==> config.mk <==
export PLATFORM = sky130hd
export DESIGN_NAME = instr_sequencer
export DESIGN_NICKNAME = d
export VERILOG_FILES = /design/src/rtl/cpu_seq_pkg.sv /design/src/rtl/instr_sequencer_progmem.sv /design/src/rtl/instr_sequencer.sv
export SDC_FILE = /design/constraint.sdc
export NUM_CORES = 1
export LEC_CHECK = 0
export ABC_AREA = 0
export BUFFER_PORTS_ARGS = -buffer_cell sky130_fd_sc_hd__buf_2
export CAP_MARGIN = 5
export CORE_AREA = 2 2 89 155
export CTS_BUF_LIST = sky130_fd_sc_hd__clkbuf_4
export DETAILED_ROUTE_END_ITERATION = 10
export DIE_AREA = 0 0 91 157
export PLACE_DENSITY = 0.78
export SYNTH_ARGS = -nofsm -noshare
export SYNTH_HDL_FRONTEND = slang
export SYNTH_HIERARCHICAL = 1
export SYNTH_SLANG_ARGS = --single-unit
==> constraint.sdc <==
create_clock -name CLK -period 2.53 [get_ports CLK]
set_input_delay 0.1265 -clock CLK [delete_from_list [all_inputs] [get_ports CLK]]
set_output_delay 0.1265 -clock CLK [all_outputs]
set_load 0.05 [all_outputs]
==> src/rtl/cpu_seq_pkg.sv <==
// Shared types and constants for the instruction sequencer.
// Word layout: opcode [8:6], rs [5:4], rt [3:2], rd [1:0].
package cpu_seq_pkg;

  typedef enum logic [1:0] {
    IDLE,
    RUN,
    DONE
  } state_t;

  localparam int INSTR_W = 9;
  localparam int OP_W    = 3;
  localparam int REG_W   = 2;

  localparam logic [OP_W-1:0] HALT_OP = 3'b111;

endpackage

==> src/rtl/instr_sequencer_progmem.sv <==
// Program buffer: one synchronous write port,
// one asynchronous read port.
module progMem #(
  parameter int DEPTH = 16,
  parameter int W     = 9,
  parameter int IW    = $clog2(DEPTH)
) (
  input  logic          clk,
  input  logic          we,
  input  logic [IW-1:0] waddr,
  input  logic [W-1:0]  wdata,
  input  logic [IW-1:0] raddr,
  output logic [W-1:0]  rdata
);

  logic [W-1:0] mem [DEPTH];

  always_ff @(posedge clk) begin
    if (we) begin
      mem[waddr] <= wdata;
    end
  end

  assign rdata = mem[raddr];

endmodule

==> src/rtl/instr_sequencer.sv <==
// Loads a small program and issues it one word
// per cycle (run) or one word per request (step).
module instr_sequencer
  import cpu_seq_pkg::*;
#(
  parameter int DEPTH = 16,
  parameter int AW    = 5
) (
  input  logic               CLK,
  input  logic               RST_N,
  input  logic               LoadEn,
  input  logic [INSTR_W-1:0] LoadData,
  output logic               LoadReady,
  input  logic               ClearProg,
  input  logic               Start,
  input  logic               StepReq,
  input  logic               Stop,
  output logic [INSTR_W-1:0] Instruction,
  output logic               IssueValid,
  output logic [AW-1:0]      PC,
  output logic [AW-1:0]      Count,
  output logic               Busy,
  output logic               Done
);

  localparam int IW = $clog2(DEPTH);

  state_t             state;
  logic [INSTR_W-1:0] rdata;
  logic               room;
  logic               halt;
  logic               avail;
  logic               we;
  logic [AW-1:0]      count_inc;

  assign count_inc = Count + AW'(1);
  assign room      = Count < AW'(DEPTH);
  assign halt      = rdata[INSTR_W-1 -: OP_W] == HALT_OP;
  assign avail     = (PC < Count) && !halt;

  // Mirrors the load branch below: clear wins, reset overrides.
  assign we = RST_N && LoadEn && LoadReady
           && !ClearProg && (state != RUN);

  progMem #(
    .DEPTH(DEPTH),
    .W    (INSTR_W)
  ) u_mem (
    .clk  (CLK),
    .we   (we),
    .waddr(Count[IW-1:0]),
    .wdata(LoadData),
    .raddr(PC[IW-1:0]),
    .rdata(rdata)
  );

  always_ff @(posedge CLK) begin
    if (!RST_N) begin
      state       <= IDLE;
      PC          <= '0;
      Count       <= '0;
      Instruction <= '0;
      IssueValid  <= 1'b0;
      Busy        <= 1'b0;
      Done        <= 1'b0;
      LoadReady   <= 1'b1;
    end else begin
      IssueValid <= 1'b0;
      unique case (state)
        RUN: begin
          if (Stop) begin
            state     <= IDLE;
            Busy      <= 1'b0;
            LoadReady <= room;
          end else if (avail) begin
            Instruction <= rdata;
            IssueValid  <= 1'b1;
            PC          <= PC + AW'(1);
          end else begin
            state     <= DONE;
            Busy      <= 1'b0;
            Done      <= 1'b1;
            LoadReady <= room;
          end
        end
        IDLE, DONE: begin
          if (ClearProg) begin
            state     <= IDLE;
            Done      <= 1'b0;
            Count     <= '0;
            PC        <= '0;
            LoadReady <= 1'b1;
          end else if (LoadEn && LoadReady) begin
            Count     <= count_inc;
            LoadReady <= count_inc < AW'(DEPTH);
          end else if (Start) begin
            PC <= '0;
            if (Count == '0) begin
              state <= DONE;
              Done  <= 1'b1;
            end else begin
              state     <= RUN;
              Busy      <= 1'b1;
              Done      <= 1'b0;
              LoadReady <= 1'b0;
            end
          end else if (StepReq && state == IDLE) begin
            if (avail) begin
              Instruction <= rdata;
              IssueValid  <= 1'b1;
              PC          <= PC + AW'(1);
            end else begin
              state <= DONE;
              Done  <= 1'b1;
            end
          end
        end
        default: begin
          state <= IDLE;
          Busy  <= 1'b0;
          Done  <= 1'b0;
        end
      endcase
    end
  end

endmodule

[Word-level counts from Yosys, hierarchy flattened]
Memory sizes are Yosys's and may differ from the RTL's. A register that Yosys moved wholly into a read port is not among the register bits.
Index checks and enable logic that the tools add are counted.
Operators by class
  add/sub/neg operators: 2
  magnitude comparators: 3
  eq/ne operators: 16
  multiplexer cells: 57
  reduce and logical (&&, ||, !) cells: 21
Operators with widths (count)
  9-bit 2-to-1 mux: 6
  5-bit 2-to-1 mux: 8
  1-bit 2-to-1 mux: 27
  9-bit one-hot mux with 2 select lines: 1
  2-bit 2-to-1 mux: 7
  2-bit != test, second input constant: 7
  4-bit != test, second input constant: 3
  5-bit by 1-bit adder with 5-bit output, second input constant: 2
  5-bit < comparator, second input constant: 2
  5-bit one-hot mux with 2 select lines: 1
  4-bit 2-to-1 mux: 2
  1-bit one-hot mux with 2 select lines: 4
  4-bit AND reduction: 2
  1-bit logical AND: 7
  3-bit != test, second input constant: 2
  6-bit AND reduction: 1
  5-bit zero test: 1
  5-bit < comparator: 1
  5-bit AND reduction: 1
  2-bit one-hot mux with 2 select lines: 1
  2-bit AND reduction: 2
  2-bit nonzero test: 2
  3-bit == test, second input constant: 1
  3-bit AND reduction: 1
  other kinds (6): 7
Word-level totals
  flip-flop bits (word level): 25
  RAM bits: 144
  output and inout port bits: 23
  word-level logic and storage cells: 108
  memories kept: 1
Memory list
  u_mem.mem: words 16, bits a word 9, rd ports 1, clocked after Yosys merged registers in 1, wr ports 1, RTL line instr_sequencer_progmem.sv:16  | logic [W-1:0] mem [DEPTH];

[Logic depth before layout (Yosys ltp)]
  depth in word-level cells: 11
  gate-level depth with buffers: 9

[By module]
The synthesis kept the hierarchy.
By module, submodules not included
  progMem: times used 1, cells an instance 245, area each 5600.4 µm², sequential area each 4324.1 µm²
  instr_sequencer: times used 1, cells an instance 166, area each 1425.1 µm², sequential area each 500.5 µm²

[Worst setup path after synthesis]
Ideal clock, no wire load.
  path type: register -> register
  from: reg LoadReady
  to: mem u_mem.mem[0][0] (enable)
  setup time: 0.387 ns
  arrival: 2.569 ns
  data required time: 2.143 ns
  path slack: -0.426 ns
  cell stages (with the launch flop): 5
  clock period less this slack: 2.956 ns
  cells stage by stage: dfxtp_1 -> nand2_1 -> nor4b_1 -> or3b_2 -> nor3_1
Between the ends
  cells in the longest elaborated chain, start to end: 5
RTL lines
  start, declared: RTL line instr_sequencer.sv:13  | output logic LoadReady,
  start signal, assigned: RTL line instr_sequencer.sv:74  | LoadReady <= room;
  start signal, assigned: RTL line instr_sequencer.sv:83  | LoadReady <= room;
  start signal, assigned: RTL line instr_sequencer.sv:95  | LoadReady <= count_inc < AW'(DEPTH);
  1-bit logical AND: RTL line instr_sequencer.sv:42  | assign we = RST_N && LoadEn && LoadReady
  1-bit logical AND (2 in series): RTL line instr_sequencer.sv:43  | && !ClearProg && (state != RUN);
  named net we: RTL line instr_sequencer.sv:33  | logic we;
  1-bit 2-to-1 mux: RTL line instr_sequencer_progmem.sv:19  | if (we) begin
  1-bit 2-to-1 mux (not written as such): RTL line instr_sequencer_progmem.sv:20  | mem[waddr] <= wdata;
  end, declared: RTL line instr_sequencer_progmem.sv:16
The timed path passes the listed nets, and every way through them passes these cells.

[Worst setup path in the final report]
  from: reg PC[0]
  to: reg PC[2]
Between the ends
  cells in the longest elaborated chain, start to end: 8
RTL lines
  start, declared: RTL line instr_sequencer.sv:20  | output logic [AW-1:0] PC,
  start signal, assigned: RTL line instr_sequencer.sv:78  | PC <= PC + AW'(1);
  start signal, assigned: RTL line instr_sequencer.sv:111  | PC <= PC + AW'(1);
  5-bit < comparator: RTL line instr_sequencer.sv:39  | assign avail = (PC < Count) && !halt;
  1-bit logical AND: RTL line instr_sequencer.sv:39
  5-bit 2-to-1 mux (*): RTL line instr_sequencer.sv:75, instr_sequencer.sv:108
  5-bit 2-to-1 mux: RTL line instr_sequencer.sv:107  | end else if (StepReq && state == IDLE) begin
  5-bit 2-to-1 mux: RTL line instr_sequencer.sv:96  | end else if (Start) begin
  5-bit 2-to-1 mux: RTL line instr_sequencer.sv:93  | end else if (LoadEn && LoadReady) begin
  5-bit 2-to-1 mux: RTL line instr_sequencer.sv:87  | if (ClearProg) begin
  5-bit one-hot mux with 2 select lines (*): RTL line instr_sequencer.sv:69  | unique case (state)
Mark *: on every way between the ends. The rest lies on a longest branch, timed or not. The select of a mux whose other input is x is not followed.
A chain may end at the register's enable or synchronous reset.

==> run summary <==
===============================================================================================
Normalized max-slew margin .......................................................        67.3%
Vert. Die Dim ....................................................................       157 um
Kind of end point of the critical path ...........................................         flop
Met2 Use GR ......................................................................        39.0%
Unrepaired setup endpoints after global routing ..................................           no
Final number of hold-violating endpoints .........................................            0
Final slew viol count ............................................................            0
Port Buffer Count ................................................................           38
Slowest CP cell .................................................................. sky130_fd_sc_hd__mux4_1
Delay contributed by the slowest stage of the critical path ......................      0.57 ns
Overall die area .................................................................   14300 um^2
Core area ........................................................................   12900 um^2
Vias after detailed routing ......................................................         4102
Achievable clock frequency .......................................................      415 MHz
Number of buffers inserted during clock tree synthesis ...........................           17
Post-layout minimum cycle time ...................................................      2.41 ns
H-tree depth .....................................................................            4
Gr busiest metal .................................................................         met2
Most common cell after layout, fill and taps aside ............................... sky130_fd_sc_hd__edfxtp_1
Worst-skew pair later-pin latency ................................................      0.55 ns
Fraction of registers with async set/reset .......................................           0%
Final sum of negative setup slack ................................................         0 ns
DRC violation count after routing ................................................            0
Clock input transition at the sequential cells of the worst setup and hold paths .      0.17 ns
Wirelength per Cell ..............................................................      21.7 um
Post-Route Skew ..................................................................    0.0352 ns
Initial antenna violation count ..................................................            1
Number of warnings printed during yosys synthesis ................................            6
Vias in the first global route ...................................................         4155
DRC violation total after the first TritonRoute iteration ........................          355
Hpwl dp ..........................................................................     10400 um
Chip width .......................................................................        91 um
Post-synthesis register bit count ................................................          169
Count of flip-flops with a built-in enable after synthesis .......................          144
Synthesized cell area ............................................................    7030 um^2
Net Count, Synth .................................................................          434
Final number of setup-violating endpoints ........................................            0
Standard-cell rows ...............................................................           55
Share of the yosys chip area belonging to registers ..............................        68.7%
Leading register cell type out of synthesis ...................................... sky130_fd_sc_hd__edfxtp_1
CP required ......................................................................      3.01 ns
Most frequent cells in the layout ................................................ 144 x sky130_fd_sc_hd__edfxtp_1, 38 x sky130_fd_sc_hd__buf_2, 37 x sky130_fd_sc_hd__nand2_1, 36 x sky130_fd_sc_hd__buf_4, 22 x sky130_fd_sc_hd__dfxtp_1
Setup crit start kind ............................................................         flop
Final net count ..................................................................          524
Fraction of met1 tracks used by global routing ...................................        23.4%
Number of max-cap violations .....................................................            0
Global-route wire length before repair ...........................................     22700 um
Worst setup path class ...........................................................      reg2reg
Detailed-routing iteration count for the pre-antenna-repair pass .................            5
Standard cell area after detailed placement ......................................    7660 um^2
RD Place Congestion ..............................................................        0.919
Proportion of layout cells with a drive suffix above 1 ...........................        30.2%
# IOs ............................................................................           39
Period utilization ...............................................................        95.3%
Leftover overflow at the end of global routing ...................................            0
Sinks on Clock Net ...............................................................          169
P_leak ...........................................................................      2.76 nW
Routed Wire Length ...............................................................     14900 um
Final total power ................................................................      4.90 mW
Clock tree from TritonCTS ........................................................         done
Antenna violation net count after detailed routing ...............................            0
Peak ir drop on the vdd network ..................................................     0.359 mV
Overall fraction of global-route tracks in use ...................................        21.7%
Power density relative to cell area ..............................................  603 nW/um^2
Synth-to-layout area growth ......................................................        15.7%
Global routing usage on met3 .....................................................        3.97%
Peak fanout along the critical path ..............................................           11
Number of inserted filler cells in the final layout ..............................          943
Status ........................................................................... complete, no violations
Cell chosen for the clock root ................................................... sky130_fd_sc_hd__clkbuf_4
Transition time at the pin with the least slew margin ............................     0.487 ns
Average size of a mapped cell ....................................................    17.1 um^2
Largest net degree at the start of global routing ................................           32
Cell-by-cell trace of the critical path .......................................... buf_12 > mux4_1 > a22oi_2 > nand2_1 > nand3_2 > o211ai_4 > or4_1 > a21boi_1
Initial core utilization .........................................................        54.3%
Buffer levels on the longest clock path ..........................................            2
Hold WC Path Type ................................................................       in2reg
Post-synthesis instance total ....................................................          411
Final std cell area, no fill .....................................................    8130 um^2
Via count normalized by instance count ...........................................         5.98
Critical Path AT .................................................................      2.89 ns
Number of unique standard cell types used by synthesis ...........................           55
===============================================================================================
through the flow:
stage | setup slack, ns | utilization (%) | instances | hold slack [ns]
after floorplan | 0.0356 | - | 411 | 0.225
after global placement | 0.171 | 59.2 | 642 | 0.444
after detailed placement | 0.139 | 59.2 | 642 | 0.444
after CTS | 0.107 | 62.4 | 684 | 0.0443
after global routing | 0.00697 | 62.8 | 686 | 0.0570
final | 0.118 | 62.8 | 686 | 0.0844
synth_stat cells, types with 8 or more instances:
cell,number,area share [%]
sky130_fd_sc_hd__a22oi_1,19,2.0
sky130_fd_sc_hd__dfxtp_1,25,7.1
sky130_fd_sc_hd__edfxtp_1,144,62
sky130_fd_sc_hd__mux2i_1,13,1.9
sky130_fd_sc_hd__mux4_1,15,5.6
sky130_fd_sc_hd__mux4_2,21,6.7
sky130_fd_sc_hd__nand2_1,37,2.0
sky130_fd_sc_hd__nand3_1,9,0.64
sky130_fd_sc_hd__nor2_1,20,1.1
sky130_fd_sc_hd__o21ai_0,8,0.57
worst max-delay path, delay by kind of cell (launching register included):
family / cells / cell delay, ns
compound gates: 3 / 0.46
flops: 1 / 0.41
simple gates: 3 / 0.77
mux: 1 / 0.57
buf+inv: 1 / 0.15
sequential cells by signal (all words and copies together), names as in the netlist:
| name | count |
|---|---|
| state | 2 |
| PC | 5 |
| IssueValid | 1 |
| Instruction | 9 |
| Busy | 1 |
| LoadReady | 1 |
| u_mem/mem | 144 |
| Count | 5 |
| Done | 1 |
area by class of cell:
type                    count  area (um^2)  area share, %
flip-flops and latches    169         4830           59.4
multi-input cells         218         2100           25.9
repair buffers             88          646           7.94
well taps                 171          214           2.63
clock inverters            14          174           2.14
clock buffers              18          135           1.66
inverters                   7         26.3          0.323
diodes                      1         2.50         0.0308
what timing repair did:
| item | in CTS | in global routing |
|---|---|---|
| hold buffers | 10 | 0 |
| endpoints found under the hold margin | 145 | 0 |
| setup endpoints to repair | 0 | 12 |
| setup buffers | 0 | 0 |
| gates resized for setup | 0 | 5 |
path summary, 6_finish.rpt:
check / from / end / slack (ns) / cells past startpoint
max: PC[0] / PC[2] / 0.12 / 8
min: RST_N / Instruction[7] / 0.08 / 4
max reg2reg: PC[0] / PC[2] / 0.12 / 8
min reg2reg: Instruction[3] / Instruction[3] / 0.47 / 2
report_power, final:
group / internal, mW / switching (mW) / total, mW
logic: 0.0847 / 0.135 / 0.220
registers: 3.03 / 0.00614 / 3.03
clock network: 0.648 / 1.01 / 1.65
total: 3.76 / 1.15 / 4.90
logic make-up after synthesis:
logic type,synth area share [%]
mux,14.4
buf+inv,2.23
simple gates,7.59
fa+ha+maj,1.25
compound gates,5.91
flops,68.7
layer usage:
metal  share of wire, %  wire, um
met5                  0         0
met4                6.0       886
met3                4.2       632
met2                 54      8080
met1                 35      5280
(Power assumes the default switching activity.)
